File: src/rtl/uart_pkg.sv
// Shared UART definitions: parity-mode constants and the receiver state encoding.
`timescale 1ns/1ps
package uart_pkg;

    localparam int unsigned PARITY_NONE = 0;
    localparam int unsigned PARITY_ODD  = 1;
    localparam int unsigned PARITY_EVEN = 2;

    typedef enum logic [2:0] {
        StIdle,
        StStart,
        StData,
        StParity,
        StStop,
        StDone
    } rx_state_e;

endpackage

File: src/rtl/uart_bit_sampler.sv
// Two-flop synchronizer for the serial line plus a 3-sample majority vote over
// the synchronized value (current sample and the two before it).
`timescale 1ns/1ps
module uart_bit_sampler (
    input  logic CLOCK,
    input  logic RESET,
    input  logic rx_serial_i,
    output logic rxs_o,
    output logic vote_o
);

    logic sync1_q, sync2_q;
    logic hist1_q, hist2_q;

    // Everything resets to the idle-line level so no spurious low is seen.
    always_ff @(posedge CLOCK) begin
        if (RESET) begin
            sync1_q <= 1'b1;
            sync2_q <= 1'b1;
            hist1_q <= 1'b1;
            hist2_q <= 1'b1;
        end else begin
            sync1_q <= rx_serial_i;
            sync2_q <= sync1_q;
            hist1_q <= sync2_q;
            hist2_q <= hist1_q;
        end
    end

    assign rxs_o  = sync2_q;
    assign vote_o = (hist2_q & hist1_q) | (hist2_q & sync2_q) | (hist1_q & sync2_q);

endmodule

File: src/rtl/uart_rx_cfg.sv
// Configurable UART receiver: start/data/parity/stop sequencing with midpoint
// majority sampling, error flags and break protection.
`timescale 1ns/1ps
module uart_rx_cfg
    import uart_pkg::*;
#(
    parameter int unsigned CLK       = 16,
    parameter int unsigned DATA_BITS = 8,
    parameter int unsigned PARITY    = 0,
    parameter int unsigned STOP_BITS = 1
) (
    input  logic                 CLOCK,
    input  logic                 RESET,
    input  logic                 RX_SERIAL,
    output logic                 RX_VALID,
    output logic [DATA_BITS-1:0] RX_PARALLEL,
    output logic                 PARITY_ERR,
    output logic                 FRAME_ERR,
    output logic                 BUSY
);

    localparam int unsigned CntW = $clog2(CLK);
    localparam int unsigned BitW = $clog2(DATA_BITS);
    localparam logic [CntW-1:0] HalfLast = CntW'(CLK / 2 - 1);
    localparam logic [CntW-1:0] FullLast = CntW'(CLK - 1);
    localparam logic [BitW-1:0] DataLast = BitW'(DATA_BITS - 1);
    localparam logic [BitW-1:0] StopLast = BitW'(STOP_BITS - 1);

    rx_state_e            state_q, state_d;
    logic [CntW-1:0]      cnt_q, cnt_d;
    logic [BitW-1:0]      bit_q, bit_d;
    logic [DATA_BITS-1:0] shift_q, shift_d;
    logic                 par_q, par_d;
    logic                 fbad_q, fbad_d;
    logic                 armed_q, armed_d;
    logic [DATA_BITS-1:0] data_q;
    logic                 perr_q, ferr_q;
    logic                 load;
    logic                 rxs, vote, perr_calc;

    uart_bit_sampler u_sampler (
        .CLOCK       (CLOCK),
        .RESET       (RESET),
        .rx_serial_i (RX_SERIAL),
        .rxs_o       (rxs),
        .vote_o      (vote)
    );

    // par_q is the XOR of all data bits and the received parity bit.
    assign perr_calc = (PARITY == PARITY_ODD)  ? ~par_q :
                       (PARITY == PARITY_EVEN) ?  par_q : 1'b0;

    always_comb begin
        state_d = state_q;
        cnt_d   = cnt_q;
        bit_d   = bit_q;
        shift_d = shift_q;
        par_d   = par_q;
        fbad_d  = fbad_q;
        armed_d = armed_q | rxs;
        load    = 1'b0;
        unique case (state_q)
            StIdle: begin
                if (armed_q && !rxs) begin
                    state_d = StStart;
                    cnt_d   = '0;
                    bit_d   = '0;
                end
            end
            StStart: begin
                if (cnt_q == HalfLast) begin
                    cnt_d   = '0;
                    bit_d   = '0;
                    par_d   = 1'b0;
                    fbad_d  = 1'b0;
                    state_d = vote ? StIdle : StData;
                end else begin
                    cnt_d = cnt_q + 1'b1;
                end
            end
            StData: begin
                if (cnt_q == FullLast) begin
                    cnt_d   = '0;
                    shift_d = {vote, shift_q[DATA_BITS-1:1]};
                    par_d   = par_q ^ vote;
                    if (bit_q == DataLast) begin
                        bit_d   = '0;
                        state_d = (PARITY != PARITY_NONE) ? StParity : StStop;
                    end else begin
                        bit_d = bit_q + 1'b1;
                    end
                end else begin
                    cnt_d = cnt_q + 1'b1;
                end
            end
            StParity: begin
                if (cnt_q == FullLast) begin
                    cnt_d   = '0;
                    bit_d   = '0;
                    par_d   = par_q ^ vote;
                    state_d = StStop;
                end else begin
                    cnt_d = cnt_q + 1'b1;
                end
            end
            StStop: begin
                if (cnt_q == FullLast) begin
                    cnt_d  = '0;
                    fbad_d = fbad_q | ~vote;
                    if (bit_q == StopLast) begin
                        bit_d   = '0;
                        load    = 1'b1;
                        state_d = StDone;
                    end else begin
                        bit_d = bit_q + 1'b1;
                    end
                end else begin
                    cnt_d = cnt_q + 1'b1;
                end
            end
            StDone: begin
                state_d = StIdle;
                // A framing error with the line still low looks like a break; wait for high.
                if (ferr_q && !rxs) begin
                    armed_d = 1'b0;
                end
            end
            default: state_d = StIdle;
        endcase
    end

    always_ff @(posedge CLOCK) begin
        if (RESET) begin
            state_q <= StIdle;
            cnt_q   <= '0;
            bit_q   <= '0;
            shift_q <= '0;
            par_q   <= 1'b0;
            fbad_q  <= 1'b0;
            armed_q <= 1'b0;
            data_q  <= '0;
            perr_q  <= 1'b0;
            ferr_q  <= 1'b0;
        end else begin
            state_q <= state_d;
            cnt_q   <= cnt_d;
            bit_q   <= bit_d;
            shift_q <= shift_d;
            par_q   <= par_d;
            fbad_q  <= fbad_d;
            armed_q <= armed_d;
            if (load) begin
                data_q <= shift_q;
                perr_q <= perr_calc;
                ferr_q <= fbad_d;
            end
        end
    end

    assign RX_VALID    = (state_q == StDone);
    assign BUSY        = (state_q != StIdle);
    assign RX_PARALLEL = data_q;
    assign PARITY_ERR  = perr_q;
    assign FRAME_ERR   = ferr_q;

endmodule
File: config.mk
export PLATFORM = sky130hd
export DESIGN_NAME = uart_rx_cfg
export DESIGN_NICKNAME = d
export VERILOG_FILES = /design/src/rtl/uart_pkg.sv /design/src/rtl/uart_bit_sampler.sv /design/src/rtl/uart_rx_cfg.sv
export SDC_FILE = /design/constraint.sdc
export NUM_CORES = 1
export LEC_CHECK = 0
export BUFFER_PORTS_ARGS = -buffer_cell sky130_fd_sc_hd__buf_2
export CORE_ASPECT_RATIO = 0.6
export CORE_UTILIZATION = 40
export CTS_BUF_LIST = sky130_fd_sc_hd__clkbuf_4 sky130_fd_sc_hd__clkbuf_8
export CTS_CLUSTER_DIAMETER = 30
export CTS_CLUSTER_SIZE = 28
export DETAILED_ROUTE_END_ITERATION = 10
export PLACE_DENSITY = 0.56
export SKIP_CTS_REPAIR_TIMING = 1
export SLEW_MARGIN = 20
export SYNTH_ARGS = -nofsm -noshare
export SYNTH_HDL_FRONTEND = slang
export SYNTH_SLANG_ARGS = --single-unit
File: constraint.sdc
create_clock -name CLOCK -period 4 [get_ports CLOCK]
set_clock_uncertainty 0.2 [all_clocks]
set_input_delay 0.6 -clock CLOCK [delete_from_list [all_inputs] [get_ports CLOCK]]
set_output_delay 0.6 -clock CLOCK [all_outputs]
set_load 0.02 [all_outputs]
==> summary.txt <==
Cells and area
  – Inserted Diodes: 0
  – Fraction of layout cells with a size suffix above 1: 0.192
  – Final #Nets: 178
  – Layout Utilization: 0.490
  – Multi-input logic area: 757 um^2
  – Filler cell count: 333
  – Design area: 1680 um^2
  – Sequential cell area: 661 um^2
  – Syn-to-layout area delta: 11.4%

Routing
  – DRC: 0
  – First-pass DRT Iterations: 4
  – Final ANT Viol Nets: 0
  – Via count: 1118
  – DRT iter0 DRCs: 77
  – Routed wire per std cell: 12.4 um
  – DR vias/cell: 5.15
  – Total wire length: 2700 um

Timing
  – Min cycle time layout: 2.20 ns
  – Final setup vio count: 0
  – RSZ-0062 raised after global routing: false
  – Worst Tran Pin Value: 0.609 ns
  – PnR worst setup slack: 1.80 ns
  – F_max: 454 MHz
  – Slew headroom: 0.593
  – Final hold vios: 0
  – Fin crit share: 0.550
  – Final TNS setup: 0 ns
  – Final-report max-slew violation count: 0

Pwr
  – Pwr Total: 0.780 mW
  – Power density cells: 465 nW/um^2
  – P_leak: 0.810 nW
  – VDD IR max: 195 uV

Placement
  – Buffers on Ports: 13
  – Placed inst area: 1560 um^2
  – Place WS: 1.94 ns
  – GPL Wtd Cong: 0.835
  – DP HPWL: 1920 um

Worst setup path
  – Crit Path Class: reg2out
  – Critical Path AT: 1.40 ns
  – Worst Path Required: 3.20 ns
  – Worst setup EP type: output pin
  – CP max FO: 14
  – Startpoint Class: register

Run
  – Max-Cap Viols: 0

CTS
  – Root Buffer Master: clkbuf_8
  – CTS tree: done
  – Clk buf depth: 2
  – CTS Sinks: 33
  – Clock slew at reported path FFs: 0.06 ns
  – H-tree depth: 2
  – Clock Latency Late Sink: 0.28 ns
  – TritonCTS buffer count: 5

Global routing
  – Total global routing track utilization: 0.164
  – Total grt overflow: 0
  – First-pass GRT wire length: 4900 um
  – Largest net degree at the start of global routing: 33
  – Number of global-route vias before repair: 1053
  – Initial antenna violation count: 0

Synthesis
  – Synth Instances: 161
  – Seq/Total Area, Yosys: 0.439
  – Synthesized net count: 168
  – Post-synthesis cell type count: 40
  – Synthesized cell area: 1510 um^2
  – Average size of a mapped cell: 9.36 um^2
  – Number of warnings issued by yosys: 0
  – Number of synthesized register bits: 33

Min path
  – HP Class: reg2reg

Outcome
  – Outcome: finished, final reports clean

Floorplan
  – Die Y: 49.5 um
  – Die area: 4020 um^2
  – Initial Utilization: 0.440
  – Row count: 16
  – Core area: 3420 um^2
  – I/O pin cnt: 15
  – Die Span X: 81.2 um
through the flow:
stage | hold slack, ns | instances
global placement | 0.196 | 209
floorplan | 0.189 | 161
detailed placement | 0.208 | 209
finish | 0.221 | 217
global route | 0.247 | 217
CTS | 0.226 | 217
worst max-delay path: stages, from the launching register on:
cell     delay, ns
dfxtp_1       0.67
and3b_1       0.28
buf_2         0.17
path summary, 6_finish.rpt:
check / cells after the start / slack, ns / startpoint / end
setup / recovery: 2 / 1.80 / state_q[0] / RX_VALID
hold / removal: 1 / 0.22 / u_sampler.sync1_q / u_sampler.rxs_o
setup reg to reg: 4 / 1.92 / state_q[2] / RX_PARALLEL[1]
hold reg to reg: 1 / 0.22 / u_sampler.sync1_q / u_sampler.rxs_o
cell usage in the layout, fill, tap and decap left out, types with 2 or more instances in the layout:
cell type  instances
a21oi_1            7
a21oi_2            2
and2_1             3
and3b_1            2
buf_2             13
clkbuf_8           6
dfxtp_1           33
ha_1               4
inv_1              5
mux2i_1           17
nand2_1            6
nand2b_1           4
nand3_1            6
nor2_1            27
nor2b_1            2
nor3_1             3
o211ai_1           2
o21ai_0            2
o21ai_1            4
or2_2              4
cell families (layout without fill, tap and decap cells):
logic type	count (synthesis)	in the layout	synth area share
flip-flops	33	33	0.439
AND/OR/NAND/NOR	65	65	0.232
multiplexers	17	17	0.113
other	1	1	0.00249
adder cells (fa/ha/maj)	5	5	0.0399
buffers and inverters	15	26	0.0590
AO/OA/AOI/OAI	25	25	0.115
cells in the mapped netlist, drive strengths merged:
cell type  instances  area, um^2
a211oi             1        7.51
a21o               1        15.0
a21oi              9        52.6
a22oi              1        7.51
a2bb2oi            1        15.0
a31oi              1        6.26
and2               3        18.8
and3b              2        17.5
buf                7        58.8
clkbuf             3        11.3
conb               1        3.75
dfxtp             33         661
ha                 4        50.1
inv                5        18.8
maj3               1        10.0
mux2i             17         170
nand2              6        22.5
nand2b             5        38.8
nand3              6        30.0
nand3b             1        7.51
nand4              1        6.26
nand4b             1        15.0
nor2              27         101
nor2b              2        12.5
nor3               4        31.3
nor3b              1        7.51
nor4b              1        8.76
o211ai             2        15.0
o21a               1        8.76
o21ai              6        30.0
o22a               1        8.76
o31ai              1        7.51
or2                4        25.0
or3                1        6.26
registers in the layout, summed over array words and instances, names as in the netlist:
name	count
u_sampler.hist1_q	1
RX_PARALLEL	8
bit_q	3
shift_q	8
armed_q	1
u_sampler.sync1_q	1
state_q	3
FRAME_ERR	1
u_sampler.hist2_q	1
u_sampler.rxs_o	1
fbad_q	1
cnt_q	4
cell type report:
type | count | area share
Clock inverter | 1 | 0.0179
Multi-Input combinational cell | 113 | 0.451
Sequential cell | 33 | 0.394
Clock buffer | 7 | 0.0537
Timing Repair Buffer | 13 | 0.0388
Inverter | 5 | 0.0112
Tap cell | 45 | 0.0336
layer usage:
| layer | vias up | global-route usage | share of wire | routed length [um] |
|---|---|---|---|---|
| li1 | 566 | - | - | - |
| met1 | 528 | 0.232 | 0.55 | 1480 |
| met2 | 16 | 0.223 | 0.40 | 1080 |
| met3 | 8 | 0.0611 | 0.039 | 106 |
| met4 | 0 | 0.0625 | 0.013 | 34 |
| met5 | - | 0 | 0 | 0 |
report_power, final:
group          internal [mW]  total [mW]  switching (mW)
Clock                  0.210       0.323           0.114
Combinational         0.0435      0.0986          0.0550
Sequential             0.338       0.358          0.0199
Note: power is estimated with default switching activity, not from simulation.
